### config.mk
export PLATFORM = sky130hd
export DESIGN_NAME = set_bit_index_streamer_flat
export DESIGN_NICKNAME = d
export VERILOG_FILES = /design/src/rtl/set_bit_index_streamer_pkg.sv /design/src/rtl/set_bit_index_streamer_if.sv /design/src/rtl/set_bit_index_streamer_lsb_priority_encoder.sv /design/src/rtl/set_bit_index_streamer.sv /design/src/flat_wrapper.sv
export SDC_FILE = /design/constraint.sdc
export NUM_CORES = 1
export LEC_CHECK = 0
export CAP_MARGIN = 20
export CORE_MARGIN = 2
export CORE_UTILIZATION = 25
export CTS_CLUSTER_DIAMETER = 50
export DETAILED_ROUTE_END_ITERATION = 6
export PLACE_DENSITY = 0.41
export SLEW_MARGIN = 15
export SYNTH_ARGS = -nofsm -noshare
export SYNTH_HDL_FRONTEND = slang
export SYNTH_HIERARCHICAL = 1
export SYNTH_SLANG_ARGS = --single-unit
### constraint.sdc
create_clock -name clk_i -period 3.4 [get_ports clk_i]
set_input_delay 0.85 -clock clk_i [delete_from_list [all_inputs] [get_ports clk_i]]
set_output_delay 0.85 -clock clk_i [all_outputs]
set_load 0.02 [all_outputs]
### src/rtl/set_bit_index_streamer_pkg.sv
// Shared types and width helpers for set_bit_index_streamer.
// Width localparams are derived from the word width through the helper functions.
package set_bit_index_streamer_pkg;

    localparam int unsigned WIDTH_DEF = 16;

    function automatic int unsigned idx_w(input int unsigned width);
        return (width > 1) ? $clog2(width) : 1;
    endfunction

    function automatic int unsigned cnt_w(input int unsigned width);
        return $clog2(width) + 1;
    endfunction

    localparam int unsigned IDX_W = idx_w(WIDTH_DEF);
    localparam int unsigned CNT_W = cnt_w(WIDTH_DEF);

    typedef enum logic {
        IDLE = 1'b0,
        EMIT = 1'b1
    } state_t;

endpackage

### src/rtl/set_bit_index_streamer_if.sv
// Word-in / index-out handshake bundle for set_bit_index_streamer.
// The slave modport is the streamer; the master modport is producer plus consumer.
interface set_bit_index_streamer_if
    import set_bit_index_streamer_pkg::*;
#(
    parameter int unsigned WIDTH = WIDTH_DEF
) ();

    logic [WIDTH-1:0]          data_i;
    logic                      data_val_i;
    logic                      data_ready_o;
    logic [idx_w(WIDTH)-1:0]   idx_o;
    logic                      idx_val_o;
    logic                      idx_ready_i;
    logic                      idx_last_o;
    logic                      zero_o;
    logic [cnt_w(WIDTH)-1:0]   cnt_o;

    modport slave (
        input  data_i,
        input  data_val_i,
        output data_ready_o,
        output idx_o,
        output idx_val_o,
        input  idx_ready_i,
        output idx_last_o,
        output zero_o,
        output cnt_o
    );

    modport master (
        output data_i,
        output data_val_i,
        input  data_ready_o,
        input  idx_o,
        input  idx_val_o,
        output idx_ready_i,
        input  idx_last_o,
        input  zero_o,
        input  cnt_o
    );

endinterface

### src/rtl/set_bit_index_streamer_lsb_priority_encoder.sv
// Combinational LSB-first priority encoder: lowest set index, any-set and
// exactly-one-set flags for the pending mask.
module lsb_priority_encoder
    import set_bit_index_streamer_pkg::*;
#(
    parameter int unsigned WIDTH = WIDTH_DEF
) (
    input  logic [WIDTH-1:0]        i_mask,
    output logic [idx_w(WIDTH)-1:0] o_idx,
    output logic                    o_any,
    output logic                    o_single
);

    localparam int unsigned IDXW = idx_w(WIDTH);

    logic [WIDTH-1:0] w_mask_dec;

    // Scan from MSB down so the lowest set bit is the last one written.
    always_comb begin
        o_idx = '0;
        for (int unsigned i = WIDTH; i > 0; i--) begin
            if (i_mask[i-1]) begin
                o_idx = IDXW'(i - 1);
            end
        end
    end

    always_comb begin
        w_mask_dec = i_mask - WIDTH'(1);
        o_any      = |i_mask;
        o_single   = o_any && ((i_mask & w_mask_dec) == '0);
    end

endmodule

### src/rtl/set_bit_index_streamer.sv
// Expands an accepted word into one beat per set bit, LSB first, each tagged
// with its running ordinal; an all-zero word yields a single zero beat.
module set_bit_index_streamer
    import set_bit_index_streamer_pkg::*;
#(
    parameter int unsigned WIDTH = WIDTH_DEF
) (
    input  logic                          clk_i,
    input  logic                          arst_n_i,
    set_bit_index_streamer_if.slave       bus
);

    localparam int unsigned IDXW = idx_w(WIDTH);
    localparam int unsigned CNTW = cnt_w(WIDTH);

    state_t            r_state;
    state_t            w_state_next;
    logic [WIDTH-1:0]  r_mask;
    logic [WIDTH-1:0]  w_mask_next;
    logic [CNTW-1:0]   r_ord;
    logic [CNTW-1:0]   w_ord_next;

    logic [IDXW-1:0]   w_enc_idx;
    logic              w_any;
    logic              w_single;
    logic              w_emit;
    logic              w_last;
    logic              w_beat;
    logic [WIDTH-1:0]  w_clr;

    lsb_priority_encoder #(
        .WIDTH (WIDTH)
    ) u_enc (
        .i_mask   (r_mask),
        .o_idx    (w_enc_idx),
        .o_any    (w_any),
        .o_single (w_single)
    );

    always_comb begin
        w_emit = (r_state == EMIT);
        w_last = w_emit && (w_single || !w_any);
        w_beat = w_emit && bus.idx_ready_i;
        w_clr  = WIDTH'(1) << w_enc_idx;
    end

    // Beat outputs depend only on registered state; gating by EMIT keeps
    // the idle/reset view at all-zero even though an empty mask encodes as zero.
    always_comb begin
        bus.data_ready_o = !w_emit;
        bus.idx_val_o    = w_emit;
        bus.idx_o        = w_emit ? w_enc_idx : '0;
        bus.zero_o       = w_emit && !w_any;
        bus.idx_last_o   = w_last;
        bus.cnt_o        = (w_emit && w_any) ? r_ord : '0;
    end

    always_ff @(posedge clk_i or negedge arst_n_i) begin
        if (!arst_n_i) begin
            r_state <= IDLE;
        end else begin
            r_state <= w_state_next;
        end
    end

    // Ordinal is not advanced on the final beat, so it tops out at WIDTH.
    always_comb begin
        w_state_next = r_state;
        w_mask_next  = r_mask;
        w_ord_next   = r_ord;
        unique case (r_state)
            IDLE: begin
                if (bus.data_val_i) begin
                    w_mask_next  = bus.data_i;
                    w_ord_next   = CNTW'(1);
                    w_state_next = EMIT;
                end
            end
            EMIT: begin
                if (w_beat) begin
                    w_mask_next = r_mask & ~w_clr;
                    if (w_last) begin
                        w_state_next = IDLE;
                    end else begin
                        w_ord_next = r_ord + CNTW'(1);
                    end
                end
            end
            default: w_state_next = IDLE;
        endcase
    end

    always_ff @(posedge clk_i or negedge arst_n_i) begin
        if (!arst_n_i) begin
            r_mask <= '0;
            r_ord  <= '0;
        end else begin
            r_mask <= w_mask_next;
            r_ord  <= w_ord_next;
        end
    end

    a_stall_stable: assert property (
        @(posedge clk_i) disable iff (!arst_n_i)
        (bus.idx_val_o && !bus.idx_ready_i) |=>
            ($stable(bus.idx_o) && $stable(bus.cnt_o) &&
             $stable(bus.idx_last_o) && $stable(bus.zero_o))
    );

    a_cnt_bound: assert property (
        @(posedge clk_i) disable iff (!arst_n_i)
        int'(bus.cnt_o) <= int'(WIDTH)
    );

endmodule
### src/flat_wrapper.sv
// flat-port wrapper written by rule: the top's interface ports become plain ports
module set_bit_index_streamer_flat import set_bit_index_streamer_pkg::*;
#(
    parameter int unsigned WIDTH = WIDTH_DEF
)
  (clk_i, arst_n_i, bus_data_i, bus_data_val_i, bus_data_ready_o, bus_idx_o, bus_idx_val_o, bus_idx_ready_i, bus_idx_last_o, bus_zero_o, bus_cnt_o);
  set_bit_index_streamer_if #(.WIDTH(WIDTH)) bus_i ();
  input  logic clk_i;
  input  logic arst_n_i;
  input wire logic [$bits(bus_i.data_i)-1:0] bus_data_i;
  input wire logic [$bits(bus_i.data_val_i)-1:0] bus_data_val_i;
  output wire logic [$bits(bus_i.data_ready_o)-1:0] bus_data_ready_o;
  output wire logic [$bits(bus_i.idx_o)-1:0] bus_idx_o;
  output wire logic [$bits(bus_i.idx_val_o)-1:0] bus_idx_val_o;
  input wire logic [$bits(bus_i.idx_ready_i)-1:0] bus_idx_ready_i;
  output wire logic [$bits(bus_i.idx_last_o)-1:0] bus_idx_last_o;
  output wire logic [$bits(bus_i.zero_o)-1:0] bus_zero_o;
  output wire logic [$bits(bus_i.cnt_o)-1:0] bus_cnt_o;
  assign bus_i.data_i = bus_data_i;
  assign bus_i.data_val_i = bus_data_val_i;
  assign bus_data_ready_o = bus_i.data_ready_o;
  assign bus_idx_o = bus_i.idx_o;
  assign bus_idx_val_o = bus_i.idx_val_o;
  assign bus_i.idx_ready_i = bus_idx_ready_i;
  assign bus_idx_last_o = bus_i.idx_last_o;
  assign bus_zero_o = bus_i.zero_o;
  assign bus_cnt_o = bus_i.cnt_o;
  set_bit_index_streamer #(.WIDTH(WIDTH)) u_core (.clk_i(clk_i), .arst_n_i(arst_n_i), .bus(bus_i));
endmodule
* Word-level counts from Yosys, hierarchy flattened
Cells that the tools add are included. W data, S select, Z words.
Word-level totals: flip-flop bits (word level) 22, latch bits 0, bits in writable memories 0, memory bits (read-only) 0, bits of input ports 20, output and inout port bits 13, logic and storage cells 54, memories 0
Operators by class: $add $sub $neg 2, multiply operators 0, divide/modulo/power cells 0, $lt $le $gt $ge 0, eq/ne operators 3, shifts and indexed selects 1, muxes and demuxes 29, bitwise gates (word level) 4, reduce and logical (&&, ||, !) cells 12
Operators with widths (number):
- $mux W4 | 17
- $and A16 B16 Y16 | 2
- $mux W16 | 2
- $pmux W16 S2 | 1
- $mux W5 | 4
- $logic_not A16 Y1 | 1
- $not A16 Y16 | 1
- $reduce_or A16 Y1 | 1
- $shl A1 B4 Y16 const A | 1
- $sub A16 B1 Y16 const B | 1
- $pmux W5 S2 | 1
- $ne A2 B2 Y1 const B | 3
- $add A5 B1 Y5 const B | 1
- $logic_and A1 B1 Y1 | 5
- $mux W1 | 3
- $reduce_and A3 Y1 | 1
- $logic_not A1 Y1 | 2
- $pmux W1 S2 | 1
- $reduce_and A2 Y1 | 1
- $logic_or A1 B1 Y1 | 1
- $not A1 Y1 | 1

* Longest topological paths before layout
depth in word-level cells 21, gate-level depth with buffers 9

* Hierarchy
The synthesis kept the hierarchy.
Modules (own cells, without submodules):
- set_bit_index_streamer | times used 1, cells an instance 114, area an instance 1157.4 um^2, seq. area each 550.5 um^2
- lsb_priority_encoder | times used 1, cells an instance 51, area an instance 327.8 um^2, seq. area each 0.0 um^2

* Worst setup path after synthesis
Ideal clock, no wire load.
kind register -> output, start register u_core.r_mask[7], end output port bus_idx_last_o, arrival 1743 ps, required time 2550 ps, path slack 807 ps, stages on the path, launching flop included 8, cells stage by stage dfrtp_1 nor4_4 nand2_2 o41ai_2 nor2_1 nor4_2 or2b_1 and2_1
On the way: cells in the longest elaborated chain, start to end 6, elaborated cells between the ends (all ways) 8, classes of those cells 1 x add/sub; 1 x bitwise; 6 x reduce/logical
Ends and longest elaborated chain:
- start, declared | line set_bit_index_streamer.sv:18 | logic [WIDTH-1:0] r_mask;
- start signal, assigned | line set_bit_index_streamer.sv:98 | r_mask <= w_mask_next;
- $sub A16 B1 Y16 | line set_bit_index_streamer_lsb_priority_encoder.sv:29 | w_mask_dec = i_mask - WIDTH'(1);
- $and A16 B16 Y16 | line set_bit_index_streamer_lsb_priority_encoder.sv:31 | o_single = o_any && ((i_mask & w_mask_dec) == '0);
- $logic_not A16 Y1 | line set_bit_index_streamer_lsb_priority_encoder.sv:31
- $logic_and A1 B1 Y1 * | line set_bit_index_streamer_lsb_priority_encoder.sv:31
- net u_core.w_single | line set_bit_index_streamer.sv:25 | logic w_single;
- $logic_or A1 B1 Y1 * | line set_bit_index_streamer.sv:42 | w_last = w_emit && (w_single || !w_any);
- $logic_and A1 B1 Y1 * | line set_bit_index_streamer.sv:42
- end, declared | line flat_wrapper.sv:16 | output wire logic [$bits(bus_i.idx_last_o)-1:0] bus_idx_last_o;
Mark *: on every way through the listed nets, which the timed path passes. The rest lies on a longest branch.

* Final worst setup path
start register u_core.r_mask[13], end output port bus_cnt_o[2]
On the way: cells in the longest elaborated chain, start to end 3
Ends and longest elaborated chain:
- $reduce_or A16 Y1 | line set_bit_index_streamer_lsb_priority_encoder.sv:30 | o_any = |i_mask;
- net u_core.w_any | line set_bit_index_streamer.sv:24 | logic w_any;
- $logic_and A1 B1 Y1 | line set_bit_index_streamer.sv:55 | bus.cnt_o = (w_emit && w_any) ? r_ord : '0;
- $mux W5 | line set_bit_index_streamer.sv:55
- end, declared | line flat_wrapper.sv:18 | output wire logic [$bits(bus_i.cnt_o)-1:0] bus_cnt_o;
The timed path passes the listed nets, and every way through them passes these cells.

==> results.sh <==
export IMPL_outcome="finished clean"
export IMPL_antenna_cells=0
export IMPL_leakage_nw=0.818
export IMPL_detail_route_vias_per_cell=5.39
export IMPL_synthesis_nets=186
export IMPL_synthToLayoutAreaGrowth_pct=33.8
export IMPL_fin_skew_ns=0.00268
export IMPL_root_buffer="clkbuf_8"
export IMPL_synth_area_um2=1490
export IMPL_maxCapViolCount=0
export IMPL_clockBufferDepth=2
export IMPL_rr_startpoint="u_core/r_mask[14]"
export IMPL_pwr_share_seq=0.343
export IMPL_grt_pass1_vias=1532
export IMPL_place_hpwl_mm=3.42
export IMPL_p_int_mw=0.719
export IMPL_crit_path_end="bus_cnt_o[2]"
export IMPL_end_kind="output pin"
export IMPL_ys_seq_area_frac=0.371
export IMPL_row_count=28
export IMPL_core_area_um2=5820
export IMPL_clkTransAtPathRegs_ns=0.08
export IMPL_cts_num_sinks=22
export IMPL_period_share=0.955
export IMPL_syn_avg_cell_area_um2=9.00
export IMPL_tritoncts="yes"
export IMPL_combPwrFrac=0.522
export IMPL_grt_max_degree=36
export IMPL_min_path_type="reg -> reg"
export IMPL_nFillCells=623
export IMPL_yosysWarningCount=6
export IMPL_p_total_mw=1.22
export IMPL_syn_inst=165
export IMPL_switching_share=0.410
export IMPL_initial_core_util=0.255
export IMPL_synth_distinct_cells=49
export IMPL_grt_first_pass_wirelength_mm=7.70
export IMPL_gp_congestion=0.838
export IMPL_clkPwrFrac=0.135
export IMPL_drive_gt1_frac=0.132
export IMPL_vias=1508
export IMPL_regArea_um2=551
export IMPL_numCtsBuffers=3
export IMPL_postCtsHoldBufs=0
export IMPL_multiInputGateArea_um2=881
export IMPL_required_ns=2.55
export IMPL_ios=33
export IMPL_nets=228
export IMPL_fin_util=0.342
export IMPL_drcViolationCount=0
export IMPL_power_switching_mw=0.499
export IMPL_regToRegSetupSlack_ns=0.94
export IMPL_max_freq_mhz=308
export IMPL_port_buffers=32
export IMPL_hold_viol=0
export IMPL_drtIter0Drc=83
export IMPL_reg2reg_depth=8
export IMPL_worst_slew_pin_slew_ns=0.890
export IMPL_cp_arrival_ns=2.40
export IMPL_drtPass1Iterations=4
export IMPL_antenna_found_initial=0
export IMPL_die_width_um=81.1
export IMPL_synth_main_ff_cell="dfrtp_1"
export IMPL_wl_per_cell_um=16.8
export IMPL_synth_seq_cells=22
export IMPL_rsz0062_at_grt="no"
export IMPL_wirelength_mm=4.69
export IMPL_fp_dieH_um=81.1
export IMPL_relSlewSlack=0.407
export IMPL_crit_fanout=6
export IMPL_ir_drop_mv=0.455
export IMPL_synth_edf_count=0
export IMPL_slew_viol_final=0
export IMPL_hp_start="u_core/r_ord[4]"
export IMPL_clk_insertion_delay_late_ns=0.26
export IMPL_grt_ovfl_total=0
export IMPL_htree_levels=1
export IMPL_critPathLaunch="u_core/r_mask[13]"
export IMPL_die_area_um2=6570
export IMPL_setup_violations=0
export IMPL_path_class="reg -> out"
export IMPL_finalSetupTns_ns=0
export IMPL_stdcell_area_um2=1990
export IMPL_worstReg2RegEnd="u_core/r_mask[8]"
export IMPL_dpl_instance_area_um2=1930
export IMPL_synth_async_reset_ratio=1.00
export IMPL_postRouteAntennaNets=0
export IMPL_start_kind="register"
export IMPL_grt_use_total=0.153
export IMPL_final_min_clock_period_ns=3.25
export IMPL_p_per_area_nw_per_um2=613
## how the worst min path moves through the flow
stage	to	slack, ns	cells past startpoint
after floorplan	u_core/r_ord[4]	0.44	1
after CTS	u_core/r_ord[4]	0.50	1
after global routing	u_core/r_ord[4]	0.54	1
after global placement	u_core/r_ord[4]	0.46	1
after detailed placement	u_core/r_ord[4]	0.48	1
final	u_core/r_ord[4]	0.49	1
## critical path, stage by stage, from the launching register on
cell	delay (ns)
dfrtp_1	0.44
or3_1	0.47
nor2_1	0.16
nand3_1	0.17
buf_4	0.19
and3_1	0.17
clkdlybuf4s50_1	0.53
## power by group through the flow
stage          clock, mW  sequential [mW]  combinational (mW)
5_1_grt            0.184            0.430               0.690
3_3_place_gp           0            0.415               0.619
3_5_place_dp           0            0.420               0.623
2_1_floorplan          0            0.409               0.371
4_1_cts            0.172            0.416               0.628
6_report           0.164            0.418               0.636
## stage by stage
step | std cells | setup WS [ns] | hold WS (ns)
after floorplan | 165 | 0.807 | 0.438
after global placement | 275 | 0.198 | 0.461
after detailed placement | 275 | 0.171 | 0.480
after CTS | 278 | 0.132 | 0.496
after global routing | 280 | 0.000835 | 0.539
final | 280 | 0.152 | 0.494
## cell families after synthesis
logic type / after synthesis / share of synthesized area
DFF: 22 / 0.371
AOI/OAI and AO/OA: 55 / 0.262
xor gates and xnor gates: 2 / 0.0118
and+or+nand+nor: 71 / 0.287
muxes: 3 / 0.0202
buffers and inverters: 11 / 0.0396
adders and majority gates: 1 / 0.00842
## cell usage after synthesis (all sizes together), types with 2 or more instances
library cell	count	area share
a211oi	3	0.015
a21oi	7	0.024
a22o	8	0.047
a32oi	8	0.047
and2	5	0.021
and3	5	0.021
and4b	3	0.022
buf	7	0.029
dfrtp	22	0.37
inv	4	0.010
mux2i	3	0.020
nand2	15	0.040
nand2b	3	0.013
nand3	5	0.017
nand4	3	0.013
nor2	16	0.042
nor3	4	0.013
nor4	5	0.045
o21ai	16	0.054
o22ai	2	0.0084
## sequential cells by signal (all words and copies together), names as in the netlist
| name | cells |
|---|---|
| u_core/r_mask | 16 |
| u_core/bus.idx_val_o | 1 |
| u_core/r_ord | 5 |
## layout by cell type, fill, tap and decap left out, types with 2 or more instances in the layout
cell             netlist  layout
nand3_1                5       5
nand4_1                3       3
o22ai_1                2       2
mux2i_1                3       3
o21ai_0               14      14
buf_4                  1      12
inv_1                  4       4
nor2_1                15      15
nand2_1               14      14
dfrtp_1               22      22
nand2b_1               3       3
o21ai_1                2       2
a32oi_1                8       8
and2_1                 5       5
nor3_1                 4       4
a21oi_1                7       7
nor4_1                 2       2
nor4_4                 2       2
clkbuf_8               0       3
a22o_1                 8       8
clkdlybuf4s50_1        0      31
and4b_2                2       2
and3_1                 5       5
a211oi_1               3       2
## final cells by class
cell class	instances	area share
Sequential cell	22	0.277
Multi-Input combinational cell	132	0.443
Inverter	4	0.00756
Timing Repair Buffer	44	0.204
Clock buffer	3	0.0208
Tap cell	75	0.0472
## layer usage
metal / track usage / vias up / wire length [um]
li1: - / 713 / -
met1: 0.216 / 746 / 2210
met2: 0.240 / 45 / 2210
met3: 0.0256 / 4 / 228
met4: 0.0424 / 0 / 45
met5: 0 / - / 0
## timing repair
| item | in CTS | in global routing |
|---|---|---|
| buffers inserted | 0 | 2 |
| gates resized for setup | 1 | 3 |
| setup endpoints to repair | 1 | 3 |
| pin swaps | 0 | 2 |
Note: power is estimated with default switching activity, not from simulation.
